--- src/rtl/lc3b_types.sv ---
// Shared LC-3b types used by the fetch stage and its PC unit.
package lc3b_types;

  typedef logic [15:0] lc3b_word;

  typedef enum logic [1:0] {
    IDLE,
    FETCH,
    HOLD,
    DROP
  } lc3b_fetch_state;

  localparam lc3b_word LC3B_RESET_PC = 16'h0000;

endpackage

--- src/rtl/pc_unit.sv ---
// Program counter register with +2 incrementer and redirect mux.
module pc_unit
  import lc3b_types::*;
(
  input  logic     clk,
  input  logic     reset_n,
  input  logic     load,
  input  logic     redirect,
  input  lc3b_word target,
  output lc3b_word pc,
  output lc3b_word pc_plus2
);

  assign pc_plus2 = pc + 16'd2;

  always_ff @(posedge clk or negedge reset_n) begin
    if (!reset_n) begin
      pc <= LC3B_RESET_PC;
    end else if (redirect) begin
      // Instructions are halfword aligned; bit 0 of the target is ignored.
      pc <= {target[15:1], 1'b0};
    end else if (load) begin
      pc <= pc_plus2;
    end
  end

endmodule

--- src/rtl/fetch_stage.sv ---
// LC-3b instruction fetch: PC, imem handshake, one-entry skid and IF/ID slot.
// Optional FETCH_PERF_CNT_EN adds saturating fetched/bubble counters.
module fetch_stage
  import lc3b_types::*;
(
  input  logic        clk,
  input  logic        reset_n,
  input  logic        stall,
  input  logic        br_taken,
  input  logic [15:0] br_target,
  output logic [15:0] imem_address,
  output logic        imem_read,
  input  logic [15:0] imem_rdata,
  input  logic        imem_resp,
  output logic        if_valid,
  output logic [15:0] if_instruction,
  output logic [15:0] if_pc,
  output logic [15:0] if_pc_plus2
`ifdef FETCH_PERF_CNT_EN
  ,
  output logic [15:0] perf_fetched,
  output logic [15:0] perf_bubbles
`endif
);

  lc3b_fetch_state state_q, state_d;
  lc3b_word        pc, pc_plus2;
  lc3b_word        drop_addr_q, drop_addr_d;
  lc3b_word        skid_instr_q, skid_pc_q, skid_pc2_q;
  logic            skid_valid_q;
  logic            pc_load, load_word, load_skid, load_bubble, skid_fill;

  pc_unit u_pc_unit (
    .clk      (clk),
    .reset_n  (reset_n),
    .load     (pc_load),
    .redirect (br_taken),
    .target   (br_target),
    .pc       (pc),
    .pc_plus2 (pc_plus2)
  );

  always_comb begin
    state_d     = state_q;
    drop_addr_d = drop_addr_q;
    pc_load     = 1'b0;
    load_word   = 1'b0;
    load_skid   = 1'b0;
    load_bubble = 1'b0;
    skid_fill   = 1'b0;
    unique case (state_q)
      IDLE: state_d = FETCH;
      FETCH: begin
        if (br_taken) begin
          // An outstanding read cannot be withdrawn; finish it in DROP.
          if (!imem_resp) begin
            state_d     = DROP;
            drop_addr_d = pc;
          end
        end else if (imem_resp) begin
          pc_load = 1'b1;
          if (stall) begin
            skid_fill = 1'b1;
            state_d   = HOLD;
          end else begin
            load_word = 1'b1;
          end
        end else if (!stall) begin
          load_bubble = 1'b1;
        end
      end
      HOLD: begin
        if (br_taken) begin
          state_d = FETCH;
        end else if (!stall) begin
          load_skid = 1'b1;
          state_d   = FETCH;
        end
      end
      DROP: begin
        if (imem_resp) state_d = FETCH;
      end
      default: state_d = IDLE;
    endcase
  end

  always_ff @(posedge clk or negedge reset_n) begin
    if (!reset_n) begin
      state_q      <= IDLE;
      drop_addr_q  <= LC3B_RESET_PC;
      skid_valid_q <= 1'b0;
      skid_instr_q <= '0;
      skid_pc_q    <= '0;
      skid_pc2_q   <= '0;
    end else begin
      state_q     <= state_d;
      drop_addr_q <= drop_addr_d;
      if (skid_fill) begin
        skid_valid_q <= 1'b1;
        skid_instr_q <= imem_rdata;
        skid_pc_q    <= pc;
        skid_pc2_q   <= pc_plus2;
      end else if (br_taken || load_skid) begin
        skid_valid_q <= 1'b0;
      end
    end
  end

  always_ff @(posedge clk or negedge reset_n) begin
    if (!reset_n) begin
      if_valid       <= 1'b0;
      if_instruction <= '0;
      if_pc          <= '0;
      if_pc_plus2    <= '0;
    end else if (br_taken) begin
      if_valid <= 1'b0;
    end else if (load_word) begin
      if_valid       <= 1'b1;
      if_instruction <= imem_rdata;
      if_pc          <= pc;
      if_pc_plus2    <= pc_plus2;
    end else if (load_skid) begin
      if_valid       <= 1'b1;
      if_instruction <= skid_instr_q;
      if_pc          <= skid_pc_q;
      if_pc_plus2    <= skid_pc2_q;
    end else if (load_bubble) begin
      if_valid <= 1'b0;
    end
  end

  assign imem_read    = (state_q == FETCH) || (state_q == DROP);
  assign imem_address = (state_q == DROP) ? drop_addr_q : pc;

`ifdef FETCH_PERF_CNT_EN
  logic fetched_evt, bubble_evt;

  assign fetched_evt = !br_taken && (load_word || load_skid);
  assign bubble_evt  = !stall && (br_taken || load_bubble);

  always_ff @(posedge clk or negedge reset_n) begin
    if (!reset_n) begin
      perf_fetched <= '0;
      perf_bubbles <= '0;
    end else begin
      if (fetched_evt && perf_fetched != 16'hFFFF) perf_fetched <= perf_fetched + 16'd1;
      if (bubble_evt && perf_bubbles != 16'hFFFF) perf_bubbles <= perf_bubbles + 16'd1;
    end
  end
`endif

  logic unused_skid_valid;
  assign unused_skid_valid = skid_valid_q;

endmodule

--- config.mk ---
export PLATFORM = sky130hd
export DESIGN_NAME = fetch_stage
export DESIGN_NICKNAME = d
export VERILOG_FILES = /design/src/rtl/lc3b_types.sv /design/src/rtl/pc_unit.sv /design/src/rtl/fetch_stage.sv
export SDC_FILE = /design/constraint.sdc
export NUM_CORES = 1
export LEC_CHECK = 0
export BUFFER_PORTS_ARGS = -buffer_cell sky130_fd_sc_hd__buf_4
export CAP_MARGIN = 20
export CORE_ASPECT_RATIO = 0.7
export CORE_MARGIN = 4
export CORE_UTILIZATION = 50
export DETAILED_ROUTE_END_ITERATION = 6
export GPL_TIMING_DRIVEN = 0
export PLACE_DENSITY = 0.75
export SYNTH_ARGS = -nofsm -noshare
export SYNTH_HDL_FRONTEND = slang
export SYNTH_SLANG_ARGS = --single-unit
--- constraint.sdc ---
create_clock -name clk -period 4.4 [get_ports clk]
set_input_delay 0.66 -clock clk [delete_from_list [all_inputs] [get_ports clk]]
set_output_delay 0.66 -clock clk [all_outputs]
set_load 0.005 [all_outputs]
==> summary.md <==
| Metric | Value |
|---|---|
| ANT cells | `0` |
| Lkg Pwr | `3.33 nW` |
| Final TNS setup | `0 ns` |
| Worst R2R Path Depth | `5` |
| Routed len/inst | `18.5 um` |
| Most common flop cell mapped by yosys | `dfrtp_1` |
| First-pass GRT wire length | `25.0 mm` |
| Crit path from | `state_q[0]$_DFFE_PN0P_` |
| Worst EP required | `3.74 ns` |
| Antenna Nets Post-Route | `0` |
| Yosys Warn Count | `0` |
| Num rows | `32` |
| Max Cap Viol | `0` |
| DR pass1 iterations | `5` |
| CP Max Fanout | `10` |
| CP top delay family | `buffers and inverters` |
| Worst-skew pair later-pin latency | `0.41 ns` |
| WL final | `15.7 mm` |
| Status | `finished clean` |
| Total number of vias | `4,809` |
| Worst-Margin Slew | `0.618 ns` |
| Max H-tree Level | `4` |
| RR Endpoint | `u_pc_unit.pc[13]$_DFFE_PN0P_` |
| Synth Cell Area | `5890 sq um` |
| Top cells by count, synth | `dfrtp_1, nand2_1, mux2_2, nor2_1, a31oi_1` |
| Post-synth top area cell | `dfrtp_1` |
| CP bufs+invs | `3` |
| Design Area, Final | `7450 sq um` |
| Die width | `138 um` |
| Post-synth top area share | `0.531` |
| Nets@finish | `724` |
| CTS Sinks | `125` |
| Die area | `13,600 sq um` |
| Post-synthesis cell type count | `50` |
| Top cells by area, synth | `dfrtp_1, mux2_2, nand2_1` |
| Maximum vdd drop | `313 uV` |
| Critical Path Sink | `imem_address[14]` |
| Global route overflow | `0` |
| I/O Buffers | `97` |
| Most common cell in the netlist | `dfrtp_1` |
| Max Slew Vio Count | `0` |
| Clock root cell | `clkbuf_16` |
| Final Hold Vio Count | `0` |
| Reg2reg setup slack | `2.38 ns` |
| Worst Hold Class | `primary input to async pin` |
| Startpoint types | `flip-flop` |
| Post-synth EDFFs | `0` |
| Crit path largest cell delay | `0.40 ns` |
| Chip Height | `98.8 um` |
| CTS tree | `built` |
| Avg Cell Area, Syn | `10.4 sq um` |
| Core area | `11,300 sq um` |
| Ratio of cells with drive above 1 in the final layout | `0.339` |
| Layout area overhead | `26.5%` |
| Starting Density | `0.523` |
| Via density | `5.66` |
| Pwr Total | `4.07 mW` |
| Async S/R FF share, synth | `1.00` |
| Critical path class | `flip-flop to output pin` |
| Crit. path cell count | `5` |
| First DRT Iteration DRCs | `313` |
| Number of CTS-inserted buffers | `17` |
| Top-level port count | `103` |
| Post-layout min period | `2.71 ns` |
| Cts hold-fix bufs | `0` |
| Post-CTS Setup Inserts | `0` |
| Crit end category | `output pin` |
| Max Buffers Root-to-Sink | `2` |
| Syn Inst Count | `567` |
| CP Data Arrival Time | `2.05 ns` |
| Post-route DRC | `0` |
| Tcrit/Tclk final | `0.616` |
| CP max stage cell | `mux2_2` |
| Reg-to-reg startpoint | `u_pc_unit.pc[2]$_DFFE_PN0P_` |
| Highest clock rate | `0.369 GHz` |
| # resized after CTS | `0` |
| Initial antenna violation count | `0` |
| Largest net degree at the start of global routing | `99` |
| Slew headroom | `0.588` |
| Seq/Total Area, Yosys | `0.531` |
| Placed inst area | `6850 sq um` |
| Gp weighted congestion | `0.888` |
| FF+latch count, synth | `125` |
| Unrepaired setup endpoints after global routing | `false` |
| Worst path cell trace | `buf_2 > nand2_1 > buf_2 > mux2_2 > buf_4` |
| Total GRT Usage | `0.239` |
| Pwr Density | `546 nW/um^2` |
| Setup violators final | `0` |
| CTS clk-pin slew, worst paths | `0.05 ns` |
| Most used cell, CP | `buf_2` |
| Final HPWL DP | `10.8 mm` |
| Number of global-route vias before repair | `4,920` |
| Final clock skew | `0.00704 ns` |
## report_power, final
part           leakage [nW]  switching, mW  internal [mW]
clock                 0.296          0.480          0.944
sequential             1.48          0.201           1.48
combinational          1.56          0.430          0.532
total                  3.33           1.11           2.96
## registers in the layout, indices dropped and copies added, names as in the netlist
signal and count:
drop_addr_q 15, if_pc_plus2 15, skid_pc2_q 15, state_q 2
skid_instr_q 16, if_valid 1, skid_pc_q 15, if_instruction 16
if_pc 15, u_pc_unit.pc 15
## routing by layer
layer | global-route usage | routed length (um) | vias up
li1 | - | - | 2185
met1 | 0.340 | 7130 | 2417
met2 | 0.365 | 7320 | 184
met3 | 0.0556 | 1090 | 23
met4 | 0.0737 | 191 | 0
met5 | 0 | 0 | -
## cell families after synthesis
group	Yosys count	synth area share
compound gates	97	0.100
xor+xnor	21	0.0312
fa+ha+maj	1	0.00212
buf+inv	60	0.0557
flops	125	0.531
mux	66	0.126
other cells	1	0.000637
simple gates	196	0.153
## cell usage in the layout, fill, tap and decap left out, types with 2 or more instances in the layout
master and count:
xnor2_1 16, mux2_1 3, o21ai_0 24, o21a_1 2
nor2_1 50, buf_6 5, nand3_1 13, o211ai_1 8
and3_1 3, bufinv_16 3, inv_1 6, clkinv_2 2
buf_4 107, nand4_2 2, a211oi_1 3, a21boi_0 2
nor4_1 6, dfrtp_1 125, o31ai_1 3, mux2i_1 3
mux2_2 60, a31oi_1 33, clkbuf_1 15, buf_2 24
a21oi_1 16, nor3_1 13, nand3_2 2, conb_1 3
nand2_1 94, clkbuf_16 17, a21o_1 2, clkbuf_8 4
xor2_1 5
## worst min path at each step
stage | to | slack [ns] | cells after the start | start
final | if_pc_plus2[4]$_DFFE_PN0P_ | 0.12 | 1 | reset_n
after CTS | if_pc_plus2[4]$_DFFE_PN0P_ | 0.12 | 1 | reset_n
after floorplan | drop_addr_q[10]$_DFFE_PN0P_ | 0.36 | 0 | reset_n
after global routing | if_pc_plus2[4]$_DFFE_PN0P_ | 0.13 | 1 | reset_n
after global placement | if_pc_plus2[5]$_DFFE_PN0P_ | 0.46 | 1 | if_pc_plus2[5]$_DFFE_PN0P_
after detailed placement | if_pc_plus2[5]$_DFFE_PN0P_ | 0.47 | 1 | if_pc_plus2[5]$_DFFE_PN0P_
## metrics by stage
| stage | instances | setup slack [ns] | hold WS, ns | utilization |
|---|---|---|---|---|
| after floorplan | 569 | 2.43 | 0.364 | - |
| after global placement | 819 | 2.17 | 0.460 | 0.606 |
| after detailed placement | 820 | 2.13 | 0.471 | 0.609 |
| after CTS | 850 | 1.69 | 0.116 | 0.662 |
| after global routing | 850 | 1.61 | 0.128 | 0.662 |
| final | 850 | 1.69 | 0.120 | 0.662 |
## layout make-up
type                    count  area [sq um]
plain buffers              53           302
clock buffers              24           492
clock inverters             6           109
fillers                   871          3800
inverters                   7          26.3
multi-input cells         384          2440
flip-flops and latches    125          3130
well taps                 153           191
repair buffers             98           759
## worst reg2reg max path, stage by stage (launching register included)
cell	delay (ns)
dfrtp_1	0.52
ha_1	0.32
nand3_2	0.22
nor4_1	0.39
a21oi_1	0.12
a311o_1	0.33
(Power assumes the default switching activity.)
